$ cat src/rtl/agu_vgrp.sv
`default_nettype none
// ============================================================================
//  Module      : agu_vgrp
//  Description : Vector register-file address generation unit. Turns one
//                vector-operand request (base register, VL, SEW) into a
//                valid/ready stream of VRF row addresses with per-row byte
//                enables. Supports LMUL group spill, widening operands,
//                optional per-byte masking and two-pass address repeat.
//                Optional macro AGU_VGRP_SCALAR_EN adds the s_value input
//                (reduction scalar operand: every beat hits the base row).
//  Revision    : 1.0 - initial release
// ============================================================================
module agu_vgrp #(
   parameter int DATA_BYTES    = 8,
   parameter int ROWS_PER_VREG = 4,
   parameter int ADDR_WIDTH    = 8,
   parameter int VL_WIDTH      = 10
) (
   input  logic                  clk,
   input  logic                  rst,
   input  logic                  req_valid,
   output logic                  req_ready,
   input  logic [4:0]            vr_in,
   input  logic [VL_WIDTH-1:0]   vl_in,
   input  logic [2:0]            vsew,
   input  logic                  wide,
   input  logic                  masked,
   input  logic                  repeat_addr,
`ifdef AGU_VGRP_SCALAR_EN
   input  logic                  s_value,
`endif
   input  logic [DATA_BYTES-1:0] mask_in,
   output logic                  addr_valid,
   input  logic                  addr_ready,
   output logic [ADDR_WIDTH-1:0] addr_out,
   output logic [ADDR_WIDTH-1:0] addr_mask,
   output logic [DATA_BYTES-1:0] b_en,
   output logic                  start_v,
   output logic                  end_v
);

   localparam int c_LOG_DB  = $clog2(DATA_BYTES);
   localparam int c_LOG_RPV = $clog2(ROWS_PER_VREG);
   localparam logic [2:0] c_LOG_DB_3 = 3'(c_LOG_DB);

   typedef enum logic [1:0] {
      S_IDLE = 2'd0,
      S_RUN  = 2'd1,
      S_HOLD = 2'd2,
      S_DONE = 2'd3
   } state_t;

   state_t                r_state;
   state_t                w_state_nxt;
   logic                  w_k_inc;
   logic                  w_accept;

   logic [ADDR_WIDTH-1:0] r_base;
   logic [VL_WIDTH-1:0]   r_k;
   logic [VL_WIDTH-1:0]   r_nbeats;
   logic [DATA_BYTES-1:0] r_last_ben;
   logic                  r_masked;
   logic                  r_repeat;
   logic                  r_scalar;
   logic                  w_scalar_req;

   logic [1:0]            w_sew_lg;
   logic [2:0]            w_eew_lg;
   logic [2:0]            w_epr_lg;
   logic [VL_WIDTH:0]     w_vl_ext;
   logic [VL_WIDTH:0]     w_epr_m1;
   logic [VL_WIDTH-1:0]   w_nbeats;
   logic [31:0]           w_rem;
   logic [31:0]           w_rem_bytes;
   logic [DATA_BYTES-1:0] w_last_ben;
   logic [ADDR_WIDTH-1:0] w_base;
   logic [ADDR_WIDTH-1:0] w_k_addr;
   logic                  w_last;
   logic [DATA_BYTES-1:0] w_ben_raw;

`ifdef AGU_VGRP_SCALAR_EN
   assign w_scalar_req = s_value;
`else
   assign w_scalar_req = 1'b0;
`endif

   // Element geometry of the incoming request: log2 EEW, log2 EPR, beat count
   // and the partial byte-enable pattern for the final row.
   always_comb begin
      // Reserved SEW codes above 3 are treated as 64-bit elements.
      w_sew_lg = (vsew > 3'd3) ? 2'd3 : vsew[1:0];
      // Widening a 64-bit SEW is illegal and is treated as an 8-byte EEW.
      if (w_sew_lg == 2'd3) w_eew_lg = 3'd3;
      else                  w_eew_lg = {1'b0, w_sew_lg} + {2'b00, wide};
      if (w_eew_lg > c_LOG_DB_3) w_eew_lg = c_LOG_DB_3;
      w_epr_lg    = c_LOG_DB_3 - w_eew_lg;
      w_vl_ext    = {1'b0, vl_in};
      w_epr_m1    = ~({(VL_WIDTH+1){1'b1}} << w_epr_lg);
      w_nbeats    = VL_WIDTH'((w_vl_ext + w_epr_m1) >> w_epr_lg);
      w_rem       = 32'(w_vl_ext & w_epr_m1);
      w_rem_bytes = w_rem << w_eew_lg;
      if (w_rem == 32'd0) w_last_ben = {DATA_BYTES{1'b1}};
      else                w_last_ben = ~({DATA_BYTES{1'b1}} << w_rem_bytes);
   end

   assign w_base = ADDR_WIDTH'(vr_in) << c_LOG_RPV;

   // Beat index folded into the row-address width (modulo 2^ADDR_WIDTH).
   generate
      if (VL_WIDTH >= ADDR_WIDTH) begin : g_kaddr_trunc
         assign w_k_addr = r_k[ADDR_WIDTH-1:0];
      end else begin : g_kaddr_ext
         assign w_k_addr = {{(ADDR_WIDTH-VL_WIDTH){1'b0}}, r_k};
      end
   endgenerate

   assign w_last   = (r_k == r_nbeats - VL_WIDTH'(1));
   assign w_accept = (r_state == S_IDLE) && req_valid;

   // State register and request capture; counters clear on reset.
   always_ff @(posedge clk) begin
      if (rst) begin
         r_state    <= S_IDLE;
         r_base     <= '0;
         r_k        <= '0;
         r_nbeats   <= '0;
         r_last_ben <= '0;
         r_masked   <= 1'b0;
         r_repeat   <= 1'b0;
         r_scalar   <= 1'b0;
      end else begin
         r_state <= w_state_nxt;
         if (w_accept) begin
            r_base     <= w_base;
            r_k        <= '0;
            r_nbeats   <= w_nbeats;
            r_last_ben <= w_last_ben;
            r_masked   <= masked;
            r_repeat   <= repeat_addr;
            r_scalar   <= w_scalar_req;
         end else if (w_k_inc) begin
            r_k <= r_k + VL_WIDTH'(1);
         end
      end
   end

   // Next-state and handshake/marker outputs.
   always_comb begin
      w_state_nxt = r_state;
      w_k_inc     = 1'b0;
      req_ready   = 1'b0;
      addr_valid  = 1'b0;
      start_v     = 1'b0;
      end_v       = 1'b0;
      case (r_state)
         S_IDLE: begin
            req_ready = 1'b1;
            if (req_valid && (vl_in != '0)) w_state_nxt = S_RUN;
         end
         S_RUN: begin
            addr_valid = 1'b1;
            start_v    = (r_k == '0);
            end_v      = w_last && !r_repeat;
            if (addr_ready) begin
               if (r_repeat)    w_state_nxt = S_HOLD;
               else if (w_last) w_state_nxt = S_DONE;
               else             w_k_inc     = 1'b1;
            end
         end
         S_HOLD: begin
            addr_valid = 1'b1;
            end_v      = w_last;
            if (addr_ready) begin
               if (w_last) begin
                  w_state_nxt = S_DONE;
               end else begin
                  w_k_inc     = 1'b1;
                  w_state_nxt = S_RUN;
               end
            end
         end
         default: begin
            w_state_nxt = S_IDLE;
         end
      endcase
   end

   // Beat data: row address, mask-row index and byte enables, zero when idle.
   always_comb begin
      w_ben_raw = w_last ? r_last_ben : {DATA_BYTES{1'b1}};
      if (r_masked) w_ben_raw = w_ben_raw & mask_in;
      addr_out  = '0;
      addr_mask = '0;
      b_en      = '0;
      if (addr_valid) begin
         addr_out  = r_base + (r_scalar ? {ADDR_WIDTH{1'b0}} : w_k_addr);
         addr_mask = r_masked ? w_k_addr : {ADDR_WIDTH{1'b0}};
         b_en      = w_ben_raw;
      end
   end

endmodule
`default_nettype wire

$ cat config.mk
export PLATFORM = sky130hd
export DESIGN_NAME = agu_vgrp
export DESIGN_NICKNAME = d
export VERILOG_FILES = /design/src/rtl/agu_vgrp.sv
export SDC_FILE = /design/constraint.sdc
export NUM_CORES = 1
export LEC_CHECK = 0
export ABC_AREA = 1
export CORE_ASPECT_RATIO = 0.5
export CORE_MARGIN = 3
export CORE_UTILIZATION = 50
export CTS_BUF_LIST = sky130_fd_sc_hd__clkbuf_16
export DETAILED_ROUTE_END_ITERATION = 8
export GPL_ROUTABILITY_DRIVEN = 1
export GPL_TIMING_DRIVEN = 0
export PLACE_DENSITY_LB_ADDON = 0.12
export SYNTH_ARGS = -nofsm -noshare
export SYNTH_HDL_FRONTEND = slang
export SYNTH_SLANG_ARGS = --single-unit
export TNS_END_PERCENT = 10
$ cat constraint.sdc
create_clock -name clk -period 4.4 [get_ports clk]
set_input_delay 0.88 -clock clk [delete_from_list [all_inputs] [get_ports clk]]
set_output_delay 0.88 -clock clk [all_outputs]
set_load 0.05 [all_outputs]
# ---- Yosys cells after proc, flatten, opt, wreduce, memory -nomap -nowiden
# Cells that the tools add are included.
dict set report word_totals {
  rom_bits 0
  ff_bits 37
  memories 0
  mem_bits_rw 0
  latchBits 0
}
dict set report op_classes {
  multipliers 0
  mux 26
  reduce_logical 11
  add_sub_neg 6
  shifts 4
  div_mod_pow 0
  bitwise_logic 4
  eq_ne 8
  n_lt_le_gt_ge 2
}
# cell count
set op_table {}
lappend op_table {{2-to-1 mux 8 bit} 7}
lappend op_table {{zero test 32 bit} 1}
lappend op_table {{left shift 11 x 3 -> 32 bit} 1}
lappend op_table {{left shift 8 x 32 -> 8 bit, first input constant} 1}
lappend op_table {{2-to-1 mux 2 bit} 7}
lappend op_table {{adder 10 x 11 -> 11 bit} 1}
lappend op_table {{bitwise AND 10 x 11 -> 11 bit} 1}
lappend op_table {{NOT 11 bit} 1}
lappend op_table {{left shift 11 x 3 -> 11 bit, first input constant} 1}
lappend op_table {{>> shifter 11 x 3 -> 10 bit} 1}
lappend op_table {{adder 10 x 1 -> 10 bit, second input constant} 1}
lappend op_table {{== test 10 bit} 1}
lappend op_table {{zero test 10 bit} 1}
lappend op_table {{nonzero test 10 bit} 1}
lappend op_table {{subtractor 10 x 1 -> 10 bit, second input constant} 1}
lappend op_table {{adder 7 x 8 -> 8 bit} 1}
lappend op_table {{bitwise AND 8 bit} 1}
lappend op_table {{NOT 8 bit} 1}
lappend op_table {{2-to-1 mux 1 bit} 7}
lappend op_table {{greater-than comparator 3 x 2 -> 1 bit, second input constant} 2}
lappend op_table {{2-to-1 mux 3 bit} 2}
lappend op_table {{one-hot mux 2 bit (3 select lines)} 1}
lappend op_table {{== test 2 bit, second input constant} 2}
lappend op_table {{inequality test 2 bit, second input constant} 2}
lappend op_table {{11 further kinds} 15}

# ---- Logic depth before layout (Yosys ltp)
# Gate-level depths: netlist of run 1.
dict set report logic_depth {
  ltp_word 14
  ltp_mapped 22
}

# ---- Worst setup path before layout of run 1
# OpenSTA, ideal clock, no wires.
dict set report synth_path {
  kind {register to output}
  start {register r_state[0]}
  end {output port addr_mask[6]}
  n_path_buf 2
  stages_incl_launch_ff 7
  t_arrival_ns 2.635
  setup_slack_ns 0.885
  required_time_ns 3.520
  path_cell_list {dfxtp_1 -> inv_1 -> ha_1 -> buf_2 -> inv_1 -> clkbuf_1 -> nor3_1}
}
dict set report synth_via {
  elab_chain_cells 4
  elab_cells_between_ends 5
}
# item line
set synth_rtl {}
lappend synth_rtl {{from (decl)} 53} ;# state_t r_state;
lappend synth_rtl {{from (signal assigned)} 132} ;# r_state <= w_state_nxt;
lappend synth_rtl {{== test 2 bit or == test 2 x 1 -> 1 bit (tied branches)} 155} ;# case (r_state)
lappend synth_rtl {{OR reduction 2 bit (no source line) *} n/a}
lappend synth_rtl {{2-to-1 mux 1 bit *} 155}
lappend synth_rtl {{via addr_valid} 33} ;# output logic addr_valid,
lappend synth_rtl {{2-to-1 mux 8 bit *} 195} ;# if (addr_valid) begin
lappend synth_rtl {{to (decl)} 36} ;# output logic [ADDR_WIDTH-1:0] addr_mask,
# The timed path passes the listed nets; every way through them passes the cells marked *.

# ---- Worst setup path after layout of run 1
dict set report layout_path {
  start {register r_nbeats[0]}
  end {output port end_v}
}
dict set report layout_via {
  elab_chain_cells 4
}
# item line
set layout_rtl {}
lappend layout_rtl {{from (decl)} 60} ;# logic [VL_WIDTH-1:0] r_nbeats;
lappend layout_rtl {{from (signal assigned)} 136} ;# r_nbeats <= w_nbeats;
lappend layout_rtl {{subtractor 10 x 1 -> 10 bit *} 117} ;# assign w_last = (r_k == r_nbeats - VL_WIDTH'(1));
lappend layout_rtl {{== test 10 bit *} 117}
lappend layout_rtl {{logical AND 1 bit} 163} ;# end_v = w_last && !r_repeat;
lappend layout_rtl {{one-hot mux 1 bit (2 select lines) *} 155}
lappend layout_rtl {{to (decl)} 39} ;# output logic end_v
# Mark *: on every way between the ends. The rest lies on a longest branch, timed or not.

==> impl_metrics.ini, run 1 <==
[finish]
final_common_cell = nand2_1
final_cell_mix = nand2_1, nand3_1, clkdlybuf4s50_1
n_antenna_cell = 0
multi_input_area_mm2 = 0.00219
ff_latch_area_um2 = 741
fillers = 536
nNetsFinal = 645
area.growth.synth_to_final_pct = 26.4
finalInstanceArea_mm2 = 0.00406
drive_gt1_frac = 0.0357

[timing]
hold_ws_ns = 0.472
setup_viol = 0
fmax_ghz = 0.257
fin_crit_sh = 0.886
period_needed_ns = 3.90
slew_headroom = 0.505
setup_ws_ns = 0.502
rsz0062_at_grt = false
worst_pin_slew_ns = 0.740
final-max-slew-violation-count = 0
hold_violations = 0
fin_tns_setup_ns = 0
fin_skew_ns = 0.00553

[synth]
syn_avg_cell_area_um2 = 6.21
synthCells = 517
synth_edf_count = 0
synthFlopType = dfxtp_1
ys_warn_count = 0
ys_seq_area_frac = 0.231
ys_seq_elements = 37
syn_area_mm2 = 0.00321
ys_types = 39
async_flop_share = 0

[worst_setup_path]
cp_max_fo = 10
cp-startpoint = r_nbeats[0]$_SDFFE_PP0P_
rrSetupSlack_ns = 2.06
reg2reg_depth = 8
worstSetupPathType = reg2out
required_ns = 3.52
rr_startpoint = r_state[0]$_SDFFE_PP0P_
r2r-end = r_k[1]$_SDFFE_PP0P_
endpoint = end_v
start_kind = register
worstSetupEndpointType = primary output
arrival_ns = 3.02

[place]
post-place-ws_ns = 0.268
place_congestion = 0.933
port_buffers = 59
hpwl_um = 6920
place_area_mm2 = 0.00392

[clock_tree]
clock-sinks = 37
clockRootBuffer = clkbuf_16
hold_buffers = 0
cts-resized-gates = 0
clk_pin_slew_ns = 0.05
insertion_delay_ns = 0.28
cts_buffers = 5
cts_tree = built
post_cts_buffers = 0
htree_levels = 2
clockBufferDepth = 2

[global_routing]
grt_pass1_vias = 3181
grt-ovfl-total = 0
grt_pass1_wl_um = 14500
grt_start_max_net_pins = 12
antenna_found_initial = 0
grt.total_usage = 0.231

[routing]
drc = 0
first_pass_iters = 5
drt_iter0_drc = 338
wl_per_cell_um = 13.2
postRouteAntennaNets = 0
vias = 3641
viasPerCell = 5.42
wl_um = 8900

[power]
power.density_mw_per_mm2 = 515
ir_worst_vdd_mv = 0.288
cellLeakagePower_nw = 1.86
p_total_w = 0.00209

[floorplan]
die-area_mm2 = 0.00748
ios = 61
rows = 19
coreArea_mm2 = 0.00582
start_util = 0.552
die_h_um = 62.7
die_w_um = 119

[run_status]
outcome = finished clean

[hold_path]
hold_class = reg2reg
hold_start = r_last_ben[7]$_SDFFE_PP0P_

[flow_run]
maxCapViolCount = 0
-- cell families (layout without fill, tap and decap cells) --
logic type	after synthesis	after routing	share of synthesized area
xor+xnor	18	18	0.0533
simple gates	279	279	0.378
fa+ha+maj	25	25	0.0997
compound gates	81	81	0.144
flops	37	37	0.231
buf+inv	76	143	0.0935
other cells	1	5	0.00117
-- Yosys cell counts, types with 2 or more instances --
cell type	count	area (um^2)
ha_1	24	300
a31oi_1	5	31.3
a22o_1	4	35.0
nor4_1	6	37.5
o22ai_1	8	50.1
o21ai_0	20	100
xnor2_1	4	35.0
o21ai_1	3	15.0
inv_1	56	210
a21o_1	2	15.0
clkinv_1	2	7.51
nor3_1	10	50.1
clkbuf_1	9	33.8
nor2_2	5	31.3
xor2_1	13	114
a21oi_1	31	155
nand3_1	59	295
nor2_1	52	195
buf_2	5	25.0
dfxtp_1	37	741
nand2_1	133	499
o21bai_1	2	15.0
nand4_1	9	56.3
o211ai_1	3	22.5
-- through the flow --
step / utilization / std cells
final: 0.697 / 672
after global routing: 0.697 / 672
after CTS: 0.697 / 672
after detailed placement: 0.674 / 664
after global placement: 0.674 / 664
after floorplan: - / 521
-- registers in the layout (all words and copies together), names as in the netlist --
signal,flops
r_base,5
r_k,10
r_last_ben,8
r_masked,1
r_nbeats,10
r_repeat,1
r_state,2
-- per-layer routing --
layer,wire (um),track usage
met5,0,0
met3,549,0.0380
met4,137,0.0742
met2,3930,0.370
met1,4290,0.319
-- power by group --
group / total [W] / switching, W / internal, W
Clock: 0.000339 / 0.000134 / 0.000205
Combinational: 0.00130 / 0.000876 / 0.000423
Sequential: 0.000455 / 0.0000577 / 0.000397
-- worst min-delay path by stage --
stage / endpoint / slack (ns) / depth (start not counted)
final: r_last_ben[7]$_SDFFE_PP0P_ / 0.47 / 2
after global routing: r_last_ben[7]$_SDFFE_PP0P_ / 0.49 / 2
after CTS: r_last_ben[7]$_SDFFE_PP0P_ / 0.47 / 2
after detailed placement: r_last_ben[7]$_SDFFE_PP0P_ / 0.46 / 2
after global placement: r_last_ben[7]$_SDFFE_PP0P_ / 0.44 / 2
after floorplan: r_last_ben[3]$_SDFFE_PP0P_ / 0.43 / 2
-- final cells by class --
cell class | count | share of cell area
Sequential cell | 37 | 0.182
Buffer | 17 | 0.0194
Multi-Input combinational cell | 408 | 0.539
Clock buffer | 5 | 0.0308
Tap cell | 84 | 0.0259
Clock inverter | 3 | 0.00308
Inverter | 59 | 0.0545
Timing Repair Buffer | 59 | 0.145
-- worst max-delay path, stage by stage (launching register included) --
cell and delay [ns]:
dfxtp_1 0.41, inv_2 0.10, ha_1 0.33, inv_1 0.05, nand2_1 0.05, nand2_1 0.04, nor2_1 0.10, nand3_1 0.07
nor2_1 0.10, nand2_1 0.07, nor2_2 0.11, nand3_2 0.10, buf_2 0.20, nor3_1 0.17, clkdlybuf4s50_1 0.84
Note: power is estimated with default switching activity, not from simulation.
==> run 2: changes to the inputs <==
--- a/config.mk
+++ b/config.mk
@@ -8,8 +8,9 @@
 export ABC_AREA = 1
 export CORE_ASPECT_RATIO = 0.5
 export CORE_MARGIN = 3
-export CORE_UTILIZATION = 50
+export CORE_UTILIZATION = 57
 export CTS_BUF_LIST = sky130_fd_sc_hd__clkbuf_16
+export CTS_CLUSTER_DIAMETER = 30
 export DETAILED_ROUTE_END_ITERATION = 8
 export GPL_ROUTABILITY_DRIVEN = 1
 export GPL_TIMING_DRIVEN = 0
==> run 2 against run 1 <==
  * Total power is essentially flat
  * Sequential cell count unchanged
  * Combinational power about the same
  * Clock-buffer cell count unchanged
  * Non-clock buffer count did not move
  * Fmax down 4.4%
  * Final area is 0.40% lower
  * Die area decreased by 11%
==> impl_metrics.ini, run 2 (synthesis results as in run 1) <==
[floorplan]
rows = 18
die-area_mm2 = 0.00663
start_util = 0.620
die_h_um = 59.1
die_w_um = 112
ios = 61
coreArea_mm2 = 0.00518

[clock_tree]
cts_buffers = 5
htree_levels = 2
hold_buffers = 0
post_cts_buffers = 0
clock-sinks = 37
cts_tree = built
clk_pin_slew_ns = 0.06
insertion_delay_ns = 0.28
clockRootBuffer = clkbuf_16
clockBufferDepth = 2
cts-resized-gates = 0

[global_routing]
grt_pass1_wl_um = 14800
grt.total_usage = 0.272
antenna_found_initial = 0
grt-ovfl-total = 0
grt_start_max_net_pins = 12
grt_pass1_vias = 3313

[place]
port_buffers = 59
hpwl_um = 6860
place_congestion = 0.965
place_area_mm2 = 0.00391

[timing]
period_needed_ns = 4.08
fin_crit_sh = 0.927
slew_headroom = 0.451
final-max-slew-violation-count = 0
fin_skew_ns = 0.00426
worst_pin_slew_ns = 0.821
fin_tns_setup_ns = 0
rsz0062_at_grt = false
fmax_ghz = 0.245
setup_viol = 0
hold_violations = 0

[routing]
drc = 0
wl_per_cell_um = 13.4
met2_length_um = 3980
top_layer_used = met4
drt_iter0_drc = 284
wl_met3_um = 742
wl_um = 8840
viasPerCell = 5.57
vias = 3667
wl_met1_um = 4030
postRouteAntennaNets = 0
first_pass_iters = 5

[run_status]
outcome = finished clean

[finish]
finalInstanceArea_mm2 = 0.00405
final_cell_mix = nand2_1, nand3_1, clkdlybuf4s50_1
ff_latch_area_um2 = 741
fin_util = 0.781
area.growth.synth_to_final_pct = 25.9
final_common_cell = nand2_1
fillers = 419
n_antenna_cell = 0
nNetsFinal = 645
drive_gt1_frac = 0.0374
multi_input_area_mm2 = 0.00219
top_regs = r_k (10), r_nbeats (10), r_last_ben (8)

[worst_setup_path]
rrSetupSlack_ns = 2.00
worstSetupPathType = reg2out
cp_slowest_stage_delay_ns = 0.87
r2r-end = r_k[1]$_SDFFE_PP0P_
endpoint = end_v
crit_top_cell = nand2_1
crit_family = buffers and inverters
crit_buf_inv = 4
cp_slowest_cell = clkdlybuf4s50_1
cp-startpoint = r_nbeats[0]$_SDFFE_PP0P_
reg2reg_depth = 8
start_kind = register
required_ns = 3.52
cp.depth = 14
worstSetupEndpointType = primary output
arrival_ns = 3.20
cp_max_fo = 10
path_cells = inv_2 -> ha_1 -> inv_1 -> nand2_1 -> nand2_1 -> nor2_1 -> nand3_1 -> nor2_1 -> nand2_1 -> nor2_2 -> nand3_2 -> buf_2 -> nor3_1 -> clkdlybuf4s50_1
rr_startpoint = r_state[0]$_SDFFE_PP0P_

[power]
cellLeakagePower_nw = 1.86
p_total_w = 0.00209
power.density_mw_per_mm2 = 517
ir_worst_vdd_mv = 0.448

[hold_path]
hold_class = reg2reg

[flow_run]
maxCapViolCount = 0
-- run 2: metal layers --
layer  global-route usage  up-vias
li1                     -     1847
met1                0.361     1635
met2                0.469      169
met3               0.0469       16
met4               0.0719        0
met5                    0        -
-- run 2: report_power, final --
group	internal, W	switching, W
clock	0.000206	0.000138
combinational	0.000422	0.000870
sequential	0.000397	0.0000602
-- run 2: through the flow --
stage	cells	worst slack [ns]	hold WS [ns]
finish	658	0.323	0.470
global route	658	0.142	0.483
CTS	658	0.436	0.470
detailed placement	650	0.303	0.461
global placement	650	0.341	0.455
floorplan	521	0.885	0.427
-- run 2: worst min path at each step --
stage,from,to,depth (start not counted)
final,r_repeat$_SDFFE_PP0P_,r_repeat$_SDFFE_PP0P_,2
after global routing,r_repeat$_SDFFE_PP0P_,r_repeat$_SDFFE_PP0P_,2
after CTS,r_repeat$_SDFFE_PP0P_,r_repeat$_SDFFE_PP0P_,2
after detailed placement,r_repeat$_SDFFE_PP0P_,r_repeat$_SDFFE_PP0P_,2
after global placement,r_repeat$_SDFFE_PP0P_,r_repeat$_SDFFE_PP0P_,2
after floorplan,r_last_ben[3]$_SDFFE_PP0P_,r_last_ben[3]$_SDFFE_PP0P_,2
-- run 2: cell type report --
type,instances,area share
Inverter,59,0.0547
Timing Repair Buffer,59,0.146
Tap cell,70,0.0217
Clock inverter,3,0.00340
Sequential cell,37,0.183
Clock buffer,5,0.0309
Multi-Input combinational cell,408,0.541
Buffer,17,0.0195
-- run 2: worst min-delay path, cell delays in order, from the launching register on --
cell and delay [ns]:
dfxtp_1 0.32, nand2_1 0.06, nand2_1 0.04
==> run 3: changes to the inputs <==
--- a/config.mk
+++ b/config.mk
@@ -15,6 +15,7 @@
 export GPL_ROUTABILITY_DRIVEN = 1
 export GPL_TIMING_DRIVEN = 0
 export PLACE_DENSITY_LB_ADDON = 0.12
+export SETUP_SLACK_MARGIN = 0.5
 export SYNTH_ARGS = -nofsm -noshare
 export SYNTH_HDL_FRONTEND = slang
 export SYNTH_SLANG_ARGS = --single-unit
==> run 3 against run 2 <==
  * Clock power barely moved
  * Final area rose by 0.12%
  * Final cell count did not move
  * Clock skew barely moved
  * Largest cell class unchanged
  * Fmax rose by 6.0%
  * Die area did not move
  * Critical endpoint is now b_en[6]
  * Hold slack barely moved
  * Setup slack improved by 0.23 ns
  * Highest routed layer unchanged
  * Register-to-register slack barely moved
  * Clock-buffer cell count did not move
==> impl_metrics.ini, run 3 (synthesis results as in run 1) <==
[run_status]
outcome = finished clean

[routing]
first_pass_iters = 5
wl_um = 8840
drt_iter0_drc = 284
viasPerCell = 5.58
postRouteAntennaNets = 0
wl_per_cell_um = 13.4
vias = 3672
drc = 0

[hold_path]
hold_class = reg2reg

[finish]
drive_gt1_frac = 0.0391
ff_latch_area_um2 = 741
multi_input_area_mm2 = 0.00219
top_regs = r_k (10), r_nbeats (10), r_last_ben (8)
final_cell_mix = nand2_1, nand3_1, inv_1, clkdlybuf4s50_1, nor2_1
fillers = 416
area.growth.synth_to_final_pct = 26.1
nNetsFinal = 645
final_common_cell = nand2_1
finalInstanceArea_mm2 = 0.00405
n_antenna_cell = 0

[power]
p_int_w = 0.00102
cellLeakagePower_nw = 1.88
power.density_mw_per_mm2 = 517
clkPwrFrac = 0.164
power_frac_seq = 0.218
p_sw_frac = 0.511
p_sw_w = 0.00107
ir_worst_vdd_mv = 0.448
p_comb_frac = 0.618

[global_routing]
grt-ovfl-total = 0
grt_pass1_vias = 3316
grt.total_usage = 0.273
grt_pass1_wl_um = 14900
grt_start_max_net_pins = 12
antenna_found_initial = 0

[place]
hpwl_um = 6860
port_buffers = 59
place_area_mm2 = 0.00391
place_congestion = 0.965

[worst_setup_path]
required_ns = 3.52
worstSetupEndpointType = primary output
cp_slowest_stage_delay_ns = 0.72
arrival_ns = 2.97
cp_slowest_cell = clkdlybuf4s50_1
start_kind = register
path_cells = inv_2 -> ha_1 -> inv_1 -> nand2_1 -> nand2_1 -> nor2_1 -> nand3_1 -> nor2_1 -> nand2_1 -> nor2_2 -> nand3_2 -> buf_2 -> o22ai_1 -> nor2_1 -> clkdlybuf4s50_1
cp_max_fo = 10
worstSetupPathType = reg2out

[timing]
setup_viol = 0
period_needed_ns = 3.85
fin_skew_ns = 0.00407
fin_tns_setup_ns = 0
fmax_ghz = 0.260
worst_pin_slew_ns = 0.836
final-max-slew-violation-count = 0
hold_violations = 0
rsz0062_at_grt = true
fin_crit_sh = 0.874
slew_headroom = 0.441

[clock_tree]
hold_buffers = 0
cts_tree = built
clockRootBuffer = clkbuf_16
insertion_delay_ns = 0.28
clock-sinks = 37
post_cts_buffers = 0
clockBufferDepth = 2
clk_pin_slew_ns = 0.06
cts-resized-gates = 1
cts_buffers = 5
htree_levels = 2

[floorplan]
ios = 61
die_w_um = 112
coreArea_mm2 = 0.00518
rows = 18
start_util = 0.620
die-area_mm2 = 0.00663
die_h_um = 59.1

[flow_run]
maxCapViolCount = 0
[run 3: cell count changes in the layout (fill, tap and decap cells not counted), sizes merged]
cell,previous run,this run
clkdlybuf4s50,59,57
dlygate4sd2,0,1
dlymetal6s2s,0,1
[run 3: final timing paths]
check	slack (ns)	endpoint	start	depth (start not counted)
min reg2reg	0.47	r_repeat$_SDFFE_PP0P_	r_repeat$_SDFFE_PP0P_	2
max	0.55	b_en[6]	r_nbeats[0]$_SDFFE_PP0P_	15
max reg2reg	2.00	r_k[1]$_SDFFE_PP0P_	r_state[0]$_SDFFE_PP0P_	8
min	0.47	r_repeat$_SDFFE_PP0P_	r_repeat$_SDFFE_PP0P_	2
[run 3: power by group through the flow]
stage / Sequential [W] / Combinational [W] / Clock (W)
floorplan: 0.000442 / 0.000927 / 0
global placement: 0.000458 / 0.00126 / 0
detailed placement: 0.000461 / 0.00128 / 0
CTS: 0.000455 / 0.00129 / 0.000344
global route: 0.000464 / 0.00141 / 0.000361
finish: 0.000457 / 0.00129 / 0.000343
[run 3: area by class of cell]
class,count,area share
buffer,17,0.0195
inverter,59,0.0547
timing repair buffer,59,0.146
clock buffer,5,0.0309
sequential,37,0.183
multi-input combinational,408,0.541
clock inverter,3,0.00340
tap,70,0.0216
[run 3: worst max-delay path: cells and delay by family, from the launching register on]
kind / cells / cell delay (ns)
flops: 1 / 0.43
simple gates: 9 / 0.71
buf+inv: 4 / 1.08
compound gates: 1 / 0.13
fa+ha+maj: 1 / 0.33
[run 3: per-stage QoR]
step | std cells | hold slack (ns) | power, W | util | setup slack, ns
global route | 658 | 0.483 | 0.00223 | 0.782 | 0.287
CTS | 658 | 0.470 | 0.00209 | 0.781 | 0.574
global placement | 650 | 0.455 | 0.00172 | 0.754 | 0.341
floorplan | 521 | 0.427 | 0.00137 | - | 0.885
detailed placement | 650 | 0.461 | 0.00174 | 0.754 | 0.303
finish | 658 | 0.470 | 0.00209 | 0.782 | 0.554
[run 3: routing by layer]
layer,share of wire,GRT usage,vias up
li1,-,-,1848
met1,0.46,0.361,1652
met2,0.45,0.469,152
met3,0.074,0.0479,20
met4,0.013,0.0719,0
met5,0,0,-
